File: config.mk
export PLATFORM = sky130hd
export DESIGN_NAME = pc_sequencer
export DESIGN_NICKNAME = d
export VERILOG_FILES = /design/src/rtl/pc_seq_pkg.sv /design/src/rtl/pc_next_mux.sv /design/src/rtl/pc_sequencer.sv
export SDC_FILE = /design/constraint.sdc
export NUM_CORES = 1
export LEC_CHECK = 0
export CORE_MARGIN = 3
export CORE_UTILIZATION = 25
export DETAILED_ROUTE_END_ITERATION = 8
export PLACE_DENSITY = 0.51
export REMOVE_ABC_BUFFERS = 1
export SETUP_SLACK_MARGIN = 0.4
export SLEW_MARGIN = 20
export SYNTH_ARGS = -nofsm -noshare
export SYNTH_HDL_FRONTEND = slang
export SYNTH_HIERARCHICAL = 1
export SYNTH_SLANG_ARGS = --single-unit
File: constraint.sdc
create_clock -name clk -period 5.7 [get_ports clk]
set_input_delay 0.855 -clock clk [delete_from_list [all_inputs] [get_ports clk]]
set_output_delay 0.855 -clock clk [all_outputs]
set_load 0.05 [all_outputs]
File: src/rtl/pc_seq_pkg.sv
// Shared types and defaults for the fetch sequencer.
// FSM state encoding plus the default vectors and fetch width.
package pc_seq_pkg;

  typedef enum logic [1:0] {
    ST_IDLE  = 2'd0,
    ST_FETCH = 2'd1,
    ST_WAIT  = 2'd2,
    ST_HALT  = 2'd3
  } pc_state_t;

  localparam int          DEF_ADDR_W      = 32;
  localparam logic [31:0] DEF_RESET_VEC   = 32'h0000_0000;
  localparam logic [31:0] DEF_TRAP_VEC    = 32'h0000_0100;
  localparam int          DEF_INSTR_BYTES = 4;
  localparam int          ALIGN_BITS      = 2;

endpackage

File: src/rtl/pc_next_mux.sv
// Next-PC select: jump > branch > sequential, with alignment handling.
// Build option PC_SEQ_MISALIGN_TRAP_EN sends misaligned redirects to TRAP_VEC.
module pc_next_mux
  import pc_seq_pkg::*;
#(
  parameter int                ADDR_W      = DEF_ADDR_W,
  parameter int                INSTR_BYTES = DEF_INSTR_BYTES,
  parameter logic [ADDR_W-1:0] TRAP_VEC    = ADDR_W'(DEF_TRAP_VEC)
) (
  input  logic [ADDR_W-1:0] pc,
  input  logic              jump,
  input  logic [ADDR_W-1:0] jump_target,
  input  logic              branch_taken,
  input  logic [ADDR_W-1:0] branch_target,
  output logic [ADDR_W-1:0] pc_next,
  output logic              redirect_sel,
  output logic              trap_hit
);

`ifdef PC_SEQ_MISALIGN_TRAP_EN
  localparam bit TRAP_EN = 1'b1;
`else
  localparam bit TRAP_EN = 1'b0;
`endif

  logic [ADDR_W-1:0] pc_seq;
  logic [ADDR_W-1:0] target;
  logic [ADDR_W-1:0] target_aligned;
  logic              misaligned;

  // Wraps naturally modulo 2^ADDR_W.
  assign pc_seq         = pc + ADDR_W'(INSTR_BYTES);
  assign target         = jump ? jump_target : branch_target;
  assign redirect_sel   = jump || branch_taken;
  assign misaligned     = redirect_sel && (target[ALIGN_BITS-1:0] != '0);
  assign target_aligned = {target[ADDR_W-1:ALIGN_BITS], ALIGN_BITS'(0)};
  assign trap_hit       = TRAP_EN && misaligned;

  always_comb begin
    pc_next = pc_seq;
    if (trap_hit)
      pc_next = TRAP_VEC;
    else if (redirect_sel)
      pc_next = target_aligned;
  end

endmodule

File: src/rtl/pc_sequencer.sv
// Fetch sequencer: PC register, fetch handshake FSM, retired-fetch counter.
// Misaligned-redirect trapping is enabled by defining PC_SEQ_MISALIGN_TRAP_EN.
module pc_sequencer
  import pc_seq_pkg::*;
#(
  parameter int                ADDR_W      = DEF_ADDR_W,
  parameter logic [ADDR_W-1:0] RESET_VEC   = ADDR_W'(DEF_RESET_VEC),
  parameter logic [ADDR_W-1:0] TRAP_VEC    = ADDR_W'(DEF_TRAP_VEC),
  parameter int                INSTR_BYTES = DEF_INSTR_BYTES
) (
  input  logic              clk,
  input  logic              rst,
  input  logic              imem_ready,
  input  logic              stall,
  input  logic              branch_taken,
  input  logic [ADDR_W-1:0] branch_target,
  input  logic              jump,
  input  logic [ADDR_W-1:0] jump_target,
  input  logic              halt,
  input  logic              resume,
  output logic [ADDR_W-1:0] next_pc,
  output logic              imem_req,
  output logic              pc_valid,
  output logic              redirect,
  output logic              trap,
  output logic [1:0]        state,
  output logic [31:0]       fetch_count
);

  pc_state_t         state_reg;
  logic [ADDR_W-1:0] pc_reg;
  logic [31:0]       count_reg;
  logic              redirect_reg;
  logic              trap_reg;

  logic [ADDR_W-1:0] pc_next;
  logic              redirect_sel;
  logic              trap_hit;
  logic              accept;

  pc_next_mux #(
    .ADDR_W      (ADDR_W),
    .INSTR_BYTES (INSTR_BYTES),
    .TRAP_VEC    (TRAP_VEC)
  ) u_next_mux (
    .pc            (pc_reg),
    .jump          (jump),
    .jump_target   (jump_target),
    .branch_taken  (branch_taken),
    .branch_target (branch_target),
    .pc_next       (pc_next),
    .redirect_sel  (redirect_sel),
    .trap_hit      (trap_hit)
  );

  // Once in WAIT the request is held until the memory takes it; stall no longer matters.
  assign imem_req = ((state_reg == ST_FETCH) && !stall) || (state_reg == ST_WAIT);
  assign accept   = imem_req && imem_ready;

  assign pc_valid    = accept;
  assign next_pc     = pc_reg;
  assign state       = state_reg;
  assign fetch_count = count_reg;
  assign redirect    = redirect_reg;
  assign trap        = trap_reg;

  always_ff @(posedge clk) begin
    if (!rst) begin
      state_reg    <= ST_IDLE;
      pc_reg       <= RESET_VEC;
      count_reg    <= '0;
      redirect_reg <= 1'b0;
      trap_reg     <= 1'b0;
    end else begin
      redirect_reg <= accept && redirect_sel;
      trap_reg     <= accept && trap_hit;
      if (accept) begin
        pc_reg    <= pc_next;
        count_reg <= count_reg + 32'd1;
      end
      case (state_reg)
        ST_IDLE:  state_reg <= ST_FETCH;
        ST_FETCH: begin
          if (halt)
            state_reg <= ST_HALT;
          else if (imem_req && !imem_ready)
            state_reg <= ST_WAIT;
        end
        ST_WAIT: begin
          if (imem_ready)
            state_reg <= halt ? ST_HALT : ST_FETCH;
        end
        ST_HALT: begin
          if (resume && !halt)
            state_reg <= ST_FETCH;
        end
        default:  state_reg <= ST_IDLE;
      endcase
    end
  end

endmodule

==> impl_metrics.tcl <==
set metrics [dict create \
    status "complete, no violations" \
    antenna_found_initial 1 \
    critical_path_class "in2out" \
    cts_tree "yes" \
    route.met2.wl_um 5870 \
    wire_per_inst_um 14.5 \
    yosysUniqueCellTypes 52 \
    ios 142 \
    insertedDiodeCount 0 \
    fin_skew_ns 0.00246 \
    core_area_um2 15500 \
    clock_latency_ns 0.33 \
    drive_gt1_share_pct 6.49 \
    path_cells "clkdlybuf4s50_1, and2b_1, or2_2, clkdlybuf4s50_1" \
    power.internal_w 0.00107 \
    min_path_type "reg2reg" \
    numCtsBuffers 9 \
    cts_hold_buf 0 \
    syn_area_um2 4020 \
    gr-usage-all-layers_pct 14.2 \
    cp-end-kind "output pin" \
    cp-endpoint "imem_req" \
    async_flop_share_pct 0 \
    drv_cap 0 \
    cp_slowest_cell "clkdlybuf4s50_1" \
    start_kind "primary input" \
    initialDrtViolationCount 169 \
    ys.flop_type "dfxtp_1" \
    met1Wirelength_um 5800 \
    setup_viol 0 \
    grt_pass1_wl_um 20500 \
    required_ns 4.85 \
    rsz0062_at_grt "no" \
    grt_max_degree 64 \
    synth_seq_cells 68 \
    comb_power_share_pct 28.0 \
    timing.rr.end "fetch_count[4]$_SDFFE_PN0P_" \
    top_layer_used "met5" \
    reg2reg_slack_ns 3.36 \
    max_slew_margin_pct 52.1 \
    drc 0 \
    cts_resized 0 \
    switching_share_pct 32.8 \
    die_y_um 133 \
    max_slew.worst_pin.slew_ns 0.712 \
    gp_congestion 0.817 \
    synth_edf_count 0 \
    p_per_area_nw_per_um2 270 \
    r2r-start "state[1]$_SDFFE_PN0P_" \
    dp_hpwl_um 8870 \
    grt_pass1_vias 3992 \
    initial_core_util_pct 26.0 \
    ctsRootBufferMaster "clkbuf_16" \
    h-tree-depth 3 \
    yosys_warnings 6 \
    drt_pass1_iterations 4 \
    timing.fmax_mhz 284 \
    hold_violations 0 \
    fillers 1616 \
    crit_start "stall" \
    cts_buffer_depth 2 \
    vias 4024 \
    slowest_delay_ns 0.73 \
    postCtsSetupRepairBufs 0 \
    final-max-slew-violation-count 0 \
    placed_cells 858 \
    critPathMaxFanout 4 \
    via_per_inst 4.60 \
    clock-sinks 68 \
    vdd_drop_max_mv 0.155 \
    layout.nets 735 \
    finalCritPeriodShare_pct 61.8 \
    whs_ns 0.481 \
    power_switching_w 0.000524 \
    ant_nets 0 \
    stdcell_count 874 \
    critPathArrivalTime_ns 2.67 \
    fin_crit_ns 3.52 \
    clk_pin_slew_ns 0.05 \
    fp.dieW_um 133 \
    dieArea_um2 17700 \
    syn_avg_cell_area_um2 7.55 \
    overflow 0 \
    p_leak_nw 2.07 \
    drt-total-wl_um 12700 \
    area_growth_pct 47.0 \
    numPortBuffers 137 \
    ys_seq_area_share_pct 33.8 \
    worst_r2r_path_depth 10 \
    wl_met3_um 883 \
    clockPowerShare_pct 37.6 \
    num_rows 45 \
    pwr-share-seq_pct 34.4 \
    syn_inst 533 \
    cp_common_cell "clkdlybuf4s50_1" \
    setup_tns_ns 0 \
]
layout make-up:
type | instances | area, um^2 | share of cell area [%]
Clock inverter | 4 | 72.6 | 1.23
Timing Repair Buffer | 142 | 1410 | 23.9
Sequential cell | 68 | 1360 | 23.0
Tap cell | 211 | 264 | 4.46
Clock buffer | 12 | 246 | 4.17
Multi-Input combinational cell | 420 | 2490 | 42.1
Inverter | 17 | 66.3 | 1.12
placed cells by master, fill, tap and decap left out, types with 9 or more instances in the layout:
| cell | synthesis | layout |
|---|---|---|
| clkdlybuf4s50_1 | 0 | 135 |
| nand2_1 | 107 | 107 |
| dfxtp_1 | 68 | 68 |
| a21oi_1 | 65 | 65 |
| nor2_1 | 36 | 35 |
| xor2_1 | 27 | 27 |
| nand3_1 | 20 | 20 |
| xnor2_1 | 19 | 19 |
| nand4_1 | 17 | 17 |
| o21ai_0 | 17 | 17 |
| inv_1 | 16 | 16 |
| a211oi_1 | 14 | 14 |
| nor2b_1 | 12 | 12 |
| and3_1 | 11 | 11 |
| mux2i_1 | 10 | 10 |
| clkbuf_16 | 0 | 9 |
cell usage after synthesis (2+ instances only):
| library cell | n | area (um^2) |
|---|---|---|
| nand2_1 | 107 | 402 |
| mux2_2 | 3 | 33.8 |
| xnor2_1 | 19 | 166 |
| nor2_1 | 36 | 135 |
| nor3_4 | 2 | 32.5 |
| nand2b_1 | 3 | 18.8 |
| or3_1 | 6 | 37.5 |
| a21oi_1 | 65 | 325 |
| inv_1 | 16 | 60.1 |
| a211oi_1 | 14 | 105 |
| clkbuf_1 | 22 | 82.6 |
| buf_1 | 2 | 7.51 |
| xor2_1 | 27 | 236 |
| nand3_1 | 20 | 100 |
| or2_2 | 2 | 12.5 |
| nor3_1 | 6 | 30.0 |
| nand3_2 | 2 | 20.0 |
| o221ai_1 | 2 | 17.5 |
| nor2b_1 | 12 | 75.1 |
| nor4_1 | 6 | 37.5 |
| and3_1 | 11 | 68.8 |
| and2_1 | 5 | 31.3 |
| o21ai_0 | 17 | 85.1 |
| mux2i_1 | 10 | 100 |
| ha_1 | 5 | 62.6 |
| buf_2 | 3 | 15.0 |
| dfxtp_1 | 68 | 1360 |
| nor3b_1 | 2 | 15.0 |
| nand4_1 | 17 | 106 |
critical path: cells and delay by family:
family,cells,cell delay (ns)
buf+inv,2,1.23
simple gates,2,0.58
worst min path at each step:
stage | from | endpoint | slack [ns] | depth (start not counted)
after global routing | next_pc[0]$_SDFFE_PN0P_ | next_pc[0]$_SDFFE_PN0P_ | 0.51 | 2
after floorplan | next_pc[0]$_SDFFE_PN0P_ | next_pc[0]$_SDFFE_PN0P_ | 0.69 | 2
after detailed placement | next_pc[0]$_SDFFE_PN0P_ | next_pc[0]$_SDFFE_PN0P_ | 0.47 | 2
final | next_pc[0]$_SDFFE_PN0P_ | next_pc[0]$_SDFFE_PN0P_ | 0.48 | 2
after global placement | next_pc[1]$_SDFFE_PN0P_ | next_pc[1]$_SDFFE_PN0P_ | 0.46 | 2
after CTS | next_pc[0]$_SDFFE_PN0P_ | next_pc[0]$_SDFFE_PN0P_ | 0.48 | 2
routing by layer:
metal / track usage, % / vias to the layer above
met3: 5.67 / 9
met4: 2.60 / 2
li1: - / 2088
met1: 17.5 / 1822
met2: 23.6 / 103
met5: 0 / -
power groups by stage:
stage | clock [W] | sequential, W | combinational, W
finish | 0.000600 | 0.000549 | 0.000448
global route | 0.000641 | 0.000556 | 0.000481
CTS | 0.000623 | 0.000550 | 0.000454
detailed placement | 0 | 0.000560 | 0.000452
global placement | 0 | 0.000557 | 0.000446
floorplan | 0 | 0.000656 | 0.000164
logic make-up after synthesis:
family	after synthesis	share of synthesized area (%)
AND/OR/NAND/NOR	247	30.8
AO/OA/AOI/OAI	108	16.0
flip-flops	68	33.8
XOR/XNOR	46	10.0
buffers and inverters	45	4.38
multiplexers	13	3.33
adder cells (fa/ha/maj)	5	1.55
other	1	0.0932
through the flow:
stage                     cell area, um^2  setup WS [ns]  total power (W)  utilization, %
after floorplan                      3910           1.82         0.000820               -
after global placement               5590           2.20          0.00100            36.1
after detailed placement             5590           2.19          0.00101            36.1
after CTS                            5910           2.18          0.00163            38.2
after global routing                 5910           2.15          0.00168            38.2
final                                5910           2.18          0.00160            38.2
(Power assumes the default switching activity.)
